## src/rtl/ram_scan_reader_if.sv

```systemverilog
// ============================================================================
// ram_scan_reader_if : control, RAM-read and display bundle for ram_scan_reader
// Rev 1.0 - initial release
// ============================================================================
`default_nettype none

interface ram_scan_reader_if #(
  parameter int ADDR_WIDTH = 5,
  parameter int DATA_WIDTH = 8
);
  logic                  start;
  logic                  loop;
  logic                  pause;
  logic [DATA_WIDTH-1:0] q;
  logic [ADDR_WIDTH-1:0] rdaddress;
  logic [ADDR_WIDTH-1:0] disp_addr;
  logic [DATA_WIDTH-1:0] disp_data;
  logic                  valid;
  logic                  busy;
  logic                  done;

  // master: the board/RAM side that commands the scan and returns read data
  modport master (
    output start, loop, pause, q,
    input  rdaddress, disp_addr, disp_data, valid, busy, done
  );

  modport slave (
    input  start, loop, pause, q,
    output rdaddress, disp_addr, disp_data, valid, busy, done
  );
endinterface

`default_nettype wire

```

## src/rtl/ram_scan_reader.sv

```systemverilog
// ============================================================================
// ram_scan_reader : walks RAM addresses 0..max, captures each word and holds it
// for display. Rev 1.0 - initial release
// ============================================================================
`default_nettype none

module ram_scan_reader #(
  parameter int ADDR_WIDTH   = 5,
  parameter int DATA_WIDTH   = 8,
  parameter int READ_LATENCY = 1,
  parameter int HOLD_CYCLES  = 50000000
) (
  input  wire logic         clock,
  input  wire logic         reset,
  ram_scan_reader_if.slave  bus
);

  localparam int WAIT_W = (READ_LATENCY > 1) ? $clog2(READ_LATENCY) : 1;
  localparam int HOLD_W = (HOLD_CYCLES > 1) ? $clog2(HOLD_CYCLES) : 1;

  localparam logic [WAIT_W-1:0]     c_wait_init = WAIT_W'(READ_LATENCY - 1);
  localparam logic [HOLD_W-1:0]     c_hold_init = HOLD_W'(HOLD_CYCLES - 1);
  localparam logic [ADDR_WIDTH-1:0] c_addr_max  = '1;

  typedef enum logic [2:0] {
    S_IDLE  = 3'd0,
    S_ISSUE = 3'd1,
    S_WAIT  = 3'd2,
    S_HOLD  = 3'd3,
    S_DONE  = 3'd4
  } state_t;

  state_t                r_state;
  logic [WAIT_W-1:0]     r_wait_cnt;
  logic [HOLD_W-1:0]     r_hold_cnt;
  logic [ADDR_WIDTH-1:0] r_rdaddress;
  logic [ADDR_WIDTH-1:0] r_disp_addr;
  logic [DATA_WIDTH-1:0] r_disp_data;
  logic                  r_valid;
  logic                  r_busy;
  logic                  r_done;

  always_ff @(posedge clock) begin
    if (reset) begin
      r_state     <= S_IDLE;
      r_wait_cnt  <= '0;
      r_hold_cnt  <= '0;
      r_rdaddress <= '0;
      r_disp_addr <= '0;
      r_disp_data <= '0;
      r_valid     <= 1'b0;
      r_busy      <= 1'b0;
      r_done      <= 1'b0;
    end else begin
      r_done <= 1'b0;
      case (r_state)
        S_IDLE: begin
          if (bus.start) begin
            r_rdaddress <= '0;
            r_valid     <= 1'b0;
            r_busy      <= 1'b1;
            r_state     <= S_ISSUE;
          end
        end
        S_ISSUE: begin
          r_wait_cnt <= c_wait_init;
          r_state    <= S_WAIT;
        end
        S_WAIT: begin
          // pause is deliberately not looked at here: capture is never delayed
          if (r_wait_cnt == '0) begin
            r_disp_data <= bus.q;
            r_disp_addr <= r_rdaddress;
            r_valid     <= 1'b1;
            r_hold_cnt  <= c_hold_init;
            r_state     <= S_HOLD;
          end else begin
            r_wait_cnt <= r_wait_cnt - WAIT_W'(1);
          end
        end
        S_HOLD: begin
          if (!bus.pause) begin
            if (r_hold_cnt == '0) begin
              if (r_rdaddress != c_addr_max) begin
                r_rdaddress <= r_rdaddress + ADDR_WIDTH'(1);
                r_state     <= S_ISSUE;
              end else if (bus.loop) begin
                r_rdaddress <= '0;
                r_state     <= S_ISSUE;
              end else begin
                r_done  <= 1'b1;
                r_state <= S_DONE;
              end
            end else begin
              r_hold_cnt <= r_hold_cnt - HOLD_W'(1);
            end
          end
        end
        S_DONE: begin
          r_busy  <= 1'b0;
          r_state <= S_IDLE;
        end
        default: begin
          r_busy  <= 1'b0;
          r_state <= S_IDLE;
        end
      endcase
    end
  end

  assign bus.rdaddress = r_rdaddress;
  assign bus.disp_addr = r_disp_addr;
  assign bus.disp_data = r_disp_data;
  assign bus.valid     = r_valid;
  assign bus.busy      = r_busy;
  assign bus.done      = r_done;

endmodule

`default_nettype wire

```

## src/flat_wrapper.sv

```systemverilog
// flat-port wrapper written by rule: the top's interface ports become plain ports
module ram_scan_reader_flat 
#(
  parameter int ADDR_WIDTH   = 5,
  parameter int DATA_WIDTH   = 8,
  parameter int READ_LATENCY = 1,
  parameter int HOLD_CYCLES  = 50000000
)
  (clock, reset, bus_start, bus_loop, bus_pause, bus_q, bus_rdaddress, bus_disp_addr, bus_disp_data, bus_valid, bus_busy, bus_done);
  ram_scan_reader_if #(.ADDR_WIDTH(ADDR_WIDTH), .DATA_WIDTH(DATA_WIDTH)) bus_i ();
  input  wire logic clock;
  input  wire logic reset;
  input wire logic [$bits(bus_i.start)-1:0] bus_start;
  input wire logic [$bits(bus_i.loop)-1:0] bus_loop;
  input wire logic [$bits(bus_i.pause)-1:0] bus_pause;
  input wire logic [$bits(bus_i.q)-1:0] bus_q;
  output wire logic [$bits(bus_i.rdaddress)-1:0] bus_rdaddress;
  output wire logic [$bits(bus_i.disp_addr)-1:0] bus_disp_addr;
  output wire logic [$bits(bus_i.disp_data)-1:0] bus_disp_data;
  output wire logic [$bits(bus_i.valid)-1:0] bus_valid;
  output wire logic [$bits(bus_i.busy)-1:0] bus_busy;
  output wire logic [$bits(bus_i.done)-1:0] bus_done;
  assign bus_i.start = bus_start;
  assign bus_i.loop = bus_loop;
  assign bus_i.pause = bus_pause;
  assign bus_i.q = bus_q;
  assign bus_rdaddress = bus_i.rdaddress;
  assign bus_disp_addr = bus_i.disp_addr;
  assign bus_disp_data = bus_i.disp_data;
  assign bus_valid = bus_i.valid;
  assign bus_busy = bus_i.busy;
  assign bus_done = bus_i.done;
  ram_scan_reader #(.ADDR_WIDTH(ADDR_WIDTH), .DATA_WIDTH(DATA_WIDTH), .READ_LATENCY(READ_LATENCY), .HOLD_CYCLES(HOLD_CYCLES)) u_core (.clock(clock), .reset(reset), .bus(bus_i));
endmodule
```

## config.mk

```make
export PLATFORM = sky130hd
export DESIGN_NAME = ram_scan_reader_flat
export DESIGN_NICKNAME = d
export VERILOG_FILES = /design/src/rtl/ram_scan_reader_if.sv /design/src/rtl/ram_scan_reader.sv /design/src/flat_wrapper.sv
export SDC_FILE = /design/constraint.sdc
export NUM_CORES = 1
export LEC_CHECK = 0
export BUFFER_PORTS_ARGS = -buffer_cell sky130_fd_sc_hd__buf_4
export CORE_AREA = 2 2 81 83
export CTS_CLUSTER_DIAMETER = 30
export CTS_CLUSTER_SIZE = 20
export DETAILED_ROUTE_END_ITERATION = 10
export DIE_AREA = 0 0 83 85
export PLACE_DENSITY_LB_ADDON = 0.08
export SETUP_SLACK_MARGIN = 0.02
export SLEW_MARGIN = 40
export SYNTH_ARGS = -nofsm -noshare
export SYNTH_HDL_FRONTEND = slang
export SYNTH_SLANG_ARGS = --single-unit
export TNS_END_PERCENT = 1
```

## constraint.sdc

```tcl
create_clock -name clock -period 4.2 [get_ports clock]
set_input_delay 0.84 -clock clock [delete_from_list [all_inputs] [get_ports clock]]
set_output_delay 0.84 -clock clock [all_outputs]
set_load 0.02 [all_outputs]
```

Yosys cells after proc, flatten, opt, wreduce, memory -nomap -nowiden
Cells that the tools add are included. Widths: inputs -> output; s select.

Register bits after elaboration: 51. Input bits: 13. Output and inout port bits: 21. Word-level logic and storage cells: 65.

$add $sub $neg: 3. Eq/ne operators: 10. Muxes and demuxes: 25. Bitwise logic cells: 4. Reduce and logical (&&, ||, !) cells: 14.

Operators with widths (number): $mux 26 (3); $pmux 26 s2 (1); $logic_not 26->1 (1); $sub 26x1->26 const B (1); $mux 5 (5); $mux 3 (6); $pmux 3 s4 (1); $pmux 5 s2 (1); $ne 2x2->1 const B (4); $reduce_and 4->1 (2); $reduce_bool 2->1 (4); $eq 3x2->1 const B (2); $pmux 1 s2 (3); $add 5x1->5 const B (1); $mux 1 (5); $ne 5x5->1 const B (1); $reduce_and 5->1 (1); $reduce_or 5->1 (1); $not 1->1 (4); $reduce_and 2->1 (2); $eq 3x1->1 const B (1); $logic_not 3->1 (1); $ne 3x2->1 const B (1); $reduce_and 3->1 (1); other kinds (3) (3).

Logic depth before layout (Yosys ltp)
Word-level depth: 5. Mapped depth: 9.

Worst setup path after synthesis
No wires, ideal clock.

Path type: input port to flip-flop. Start: input port bus_pause. End: register u_core.r_hold_cnt[19]. Arrival: 2.257 ns. Data required time: 4.126 ns. Setup slack: 1.869 ns. Cell stages on the path: 5. Path buffers: 1. Cell sequence: a21oi_1 > o21ai_2 > buf_6 > or4b_2 > a31oi_1.

Longest elaborated chain between the ends: 2.

Ends and longest elaborated chain: start: declaration (line flat_wrapper.sv:15) `input wire logic [$bits(bus_i.pause)-1:0] bus_pause;`; $ne 2x2->1 (no line); $reduce_and 4->1 (no line); end signal: assignment (line ram_scan_reader.sv:75) `r_hold_cnt <= c_hold_init;`; end signal: assignment (line ram_scan_reader.sv:95) `r_hold_cnt <= r_hold_cnt - HOLD_W'(1);`; end: declaration (line ram_scan_reader.sv:35) `logic [HOLD_W-1:0] r_hold_cnt;`.

No other way between the ends. A chain may end at the register's enable or synchronous reset.

Worst setup path in the final report
Start: register u_core.r_hold_cnt[14]. End: register u_core.r_hold_cnt[21].

Longest elaborated chain between the ends: 4.

Ends and longest elaborated chain: $sub 26x1->26 (line ram_scan_reader.sv:95); $mux 26 (line ram_scan_reader.sv:83) `if (r_hold_cnt == '0) begin`; $mux 26 (line ram_scan_reader.sv:82) `if (!bus.pause) begin`; $pmux 26 s2 (line ram_scan_reader.sv:56) `case (r_state)`.

Parallel ways exist; a longest one is shown, timed or not. The select of a mux whose other input is x is not followed.

==> impl_metrics.csv <==
group,metric,value,unit
sta,hold_violations,0,
synth,synth_warnings,0,
pwr,p_int,0.747,mW
sta,maxSlewHeadroom,52.4,%
synth,ys.flop_type,"dfxtp_1",
pwr,switching_share,33.0,%
global_routing,grt_max_degree,44,
worst_setup_path,worst-r2r-setup-slack,1570,ps
global_routing,grt_busiest_layer,"met2",
floorplanning,die_height,85,um
synth,syn_avg_cell_area,8.25,um^2
cells_and_area,antenna_cells,0,
flow_run,maxCapViolCount,0,
clock_network,cts_hold_buf,0,
hold_path,min_path_type,"reg -> reg",
cells_and_area,stdcell_count,393,
sta,setup_ws,1570,ps
detailed_routing,vias,2173,
cells_and_area,drive_above_1_share,17.1,%
pwr,pwr-share-clk,26.2,%
pwr,cellPowerDensity,402,nW/um^2
worst_setup_path,reg2reg_depth,5,
floorplanning,initial_core_util,38.7,%
synth,synthesis.nets,307,
synth,synth_seq_cells,50,
sta,setup_viol,0,
pwr,p_leak,1.02,nW
worst_setup_path,arrival,2860,ps
worst_setup_path,crit_required,4430,ps
pwr,power_switching,0.368,mW
detailed_routing,ant_nets,0,
cells_and_area,nets,331,
global_routing,grt_use_total,17.0,%
place,routabilityCongestion,0.813,
worst_setup_path,crit_fanout,29,
place,dp_hpwl,3900,um
sta,tightestPinTransition,715,ps
clock_network,clockBufferDepth,2,
pwr,seq_power_share,48.8,%
detailed_routing,vias_per_cell,5.53,
sta,period_needed,2630,ps
place,place_inst,385,
global_routing,met1_usage,22.8,%
cells_and_area,multiInputGateArea,1300,um^2
global_routing,antenna_found_initial,0,
sta,maxSlewViolCount,0,
synth,async_flop_share,0,%
clock_network,cts_resized,0,
clock_network,cts_tree,"yes",
sta,setup_tns,0,ps
sta,fmax,0.380,GHz
hold_path,hold_path_depth,2,
floorplanning,dieArea,7060,um^2
status,status,"completed",
clock_network,root_buffer,"clkbuf_8",
cells_and_area,area_growth_syn_to_layout,15.4,%
worst_setup_path,end_kind,"register",
detailed_routing,drt_wl_total,5790,um
cells_and_area,seqCellArea,1000,um^2
floorplanning,fp.dieW,83,um
cells_and_area,fill_cells,625,
worst_setup_path,critPathKind,"reg -> reg",
sta,finalClockSkew,8.40,ps
pwr,power.total,1.11,mW
synth,yosysUniqueCellTypes,47,
global_routing,grt_overflow,0,
detailed_routing,detail_route.iter0.violations,138,
synth,synthCells,291,
clock_network,clk_pin_slew,90,ps
floorplanning,row_count,29,
clock_network,cts_buffers,5,
global_routing,gr-usage-met2,27.1,%
detailed_routing,firstDrtPassIters,4,
clock_network,ctsHtreeMaxLevel,2,
floorplanning,core_area,6200,um^2
synth,seq_area_frac_synth,41.7,%
sta,period_share,62.7,%
global_routing,grt_pass1_vias,2058,
worst_setup_path,reg2reg_from,"u_core.r_hold_cnt[14]$_SDFFE_PP0P_",
detailed_routing,wl_per_cell,14.7,um
hold_path,holdCritStartpoint,"u_core.bus.disp_data[3]$_SDFFE_PP0P_",
synth,netlist_area,2400,um^2
sta,fin_hold_ws,462,ps
place,post-place-ws,1330,ps
hold_path,min_to,"u_core.bus.disp_data[3]$_SDFFE_PP0P_",
floorplanning,pin_count,34,
pwr,comb_power_share,25.0,%
global_routing,grt_pass1_wl,9950,um
sta,grt_setup_unrepaired,"false",
worst_setup_path,timing.rr.end,"u_core.r_hold_cnt[21]$_SDFFE_PP0P_",
clock_network,clk_latency,300,ps
clock_network,cts_setup_buffers,0,
pwr,irDropWorstVdd,165,uV
global_routing,gr-usage-met3,4.09,%
synth,synth_edf_count,0,
place,port_buffers,33,
worst_setup_path,worstSetupStartpointType,"register",
clock_network,cts_sinks,50,
detailed_routing,drc,0,
## cell families after synthesis
| group | after synthesis | synth area share, % |
|---|---|---|
| simple gates | 131 | 29.3 |
| mux | 1 | 0.417 |
| fa+ha+maj | 3 | 1.56 |
| xor+xnor | 6 | 2.19 |
| flops | 50 | 41.7 |
| buf+inv | 22 | 4.48 |
| compound gates | 78 | 20.3 |
## through the flow
stage / utilization [%] / area, um^2
2_1_floorplan: - / 2400
3_3_place_gp: 43.1 / 2670
3_5_place_dp: 43.2 / 2680
4_1_cts: 44.6 / 2770
5_1_grt: 44.6 / 2770
6_report: 44.6 / 2770
## per-layer routing
metal  routed length, um  share of wire, %
met2                2590                45
met3                 281               4.9
met1                2830                49
met5                   0                 0
met4                  89               1.5
## placed cells by master, fill, tap and decap left out, drive strengths merged, types with 3 or more instances in the layout
cell	count
clkbuf	7
buf	36
and3	3
o211ai	3
a31oi	11
or4	14
nand2	38
nand3	7
nand2b	4
nor2b	3
inv	3
or2	6
xor2	5
ha	3
or3	9
o21ai	11
nor4	5
o31ai	9
nor3	9
a21oi	30
nand4	4
nor2	21
dfxtp	50
## power by group through the flow
stage          Combinational (mW)  Sequential, mW  Clock, mW
6_report                    0.279           0.544      0.292
5_1_grt                     0.312           0.550      0.325
4_1_cts                     0.280           0.543      0.302
3_5_place_dp                0.279           0.553          0
3_3_place_gp                0.276           0.554          0
2_1_floorplan               0.206           0.551          0
## worst max-delay path by stage
| stage | start | to | slack, ps |
|---|---|---|---|
| after floorplan | bus_pause | u_core.r_hold_cnt[19]$_SDFFE_PP0P_ | 1870 |
| after global placement | u_core.r_hold_cnt[14]$_SDFFE_PP0P_ | u_core.r_hold_cnt[19]$_SDFFE_PP0P_ | 1340 |
| after detailed placement | bus_pause | u_core.r_hold_cnt[19]$_SDFFE_PP0P_ | 1330 |
| after CTS | u_core.r_hold_cnt[14]$_SDFFE_PP0P_ | u_core.r_hold_cnt[21]$_SDFFE_PP0P_ | 1550 |
| after global routing | u_core.r_hold_cnt[14]$_SDFFE_PP0P_ | u_core.r_hold_cnt[7]$_SDFFE_PP0P_ | 1370 |
| final | u_core.r_hold_cnt[14]$_SDFFE_PP0P_ | u_core.r_hold_cnt[21]$_SDFFE_PP0P_ | 1570 |
## layout make-up
type                       instances  area share (%)
multi-input combinational        219            46.9
sequential                        50            36.1
timing repair buffer              36            9.76
tap                               77            3.48
clock buffer                       7            3.12
inverter                           3           0.407
clock inverter                     1           0.181
## critical path, stage by stage (launching register included)
cell and delay [ps]:
dfxtp_1 360, or4_1 660, or4_4 630, o21ai_4 530
o21ai_0 180, a31oi_1 180
## flip-flops by register name, summed over array words and instances (netlist names)
signal,flops
u_core.bus.busy,1
u_core.bus.done,1
u_core.bus.rdaddress,5
u_core.bus.disp_addr,5
u_core.bus.valid,1
u_core.bus.disp_data,8
u_core.r_state,3
u_core.r_hold_cnt,26
## cell usage after synthesis (2+ instances only)
| cell | number | area (um^2) |
|---|---|---|
| or4_1 | 13 | 97.6 |
| nor2_1 | 21 | 78.8 |
| buf_6 | 3 | 33.8 |
| xor2_1 | 5 | 43.8 |
| o41ai_1 | 2 | 17.5 |
| and3_1 | 3 | 18.8 |
| o21ai_0 | 10 | 50.1 |
| nand4_1 | 4 | 25.0 |
| nor4_1 | 4 | 25.0 |
| nand2b_1 | 4 | 25.0 |
| nor2b_1 | 3 | 18.8 |
| a21oi_1 | 30 | 150 |
| inv_1 | 3 | 11.3 |
| buf_1 | 3 | 11.3 |
| a311oi_1 | 2 | 17.5 |
| or3_1 | 9 | 56.3 |
| o221ai_1 | 2 | 17.5 |
| dfxtp_1 | 50 | 1000 |
| buf_2 | 2 | 10.0 |
| o211ai_1 | 3 | 22.5 |
| clkbuf_1 | 11 | 41.3 |
| o2bb2ai_1 | 2 | 17.5 |
| o31ai_1 | 9 | 67.6 |
| nor3_1 | 9 | 45.0 |
| nand2_1 | 38 | 143 |
| a31oi_1 | 11 | 68.8 |
| and2_1 | 2 | 12.5 |
| ha_1 | 3 | 37.5 |
| or2_2 | 6 | 37.5 |
| nand3_1 | 7 | 35.0 |
(Power assumes the default switching activity.)
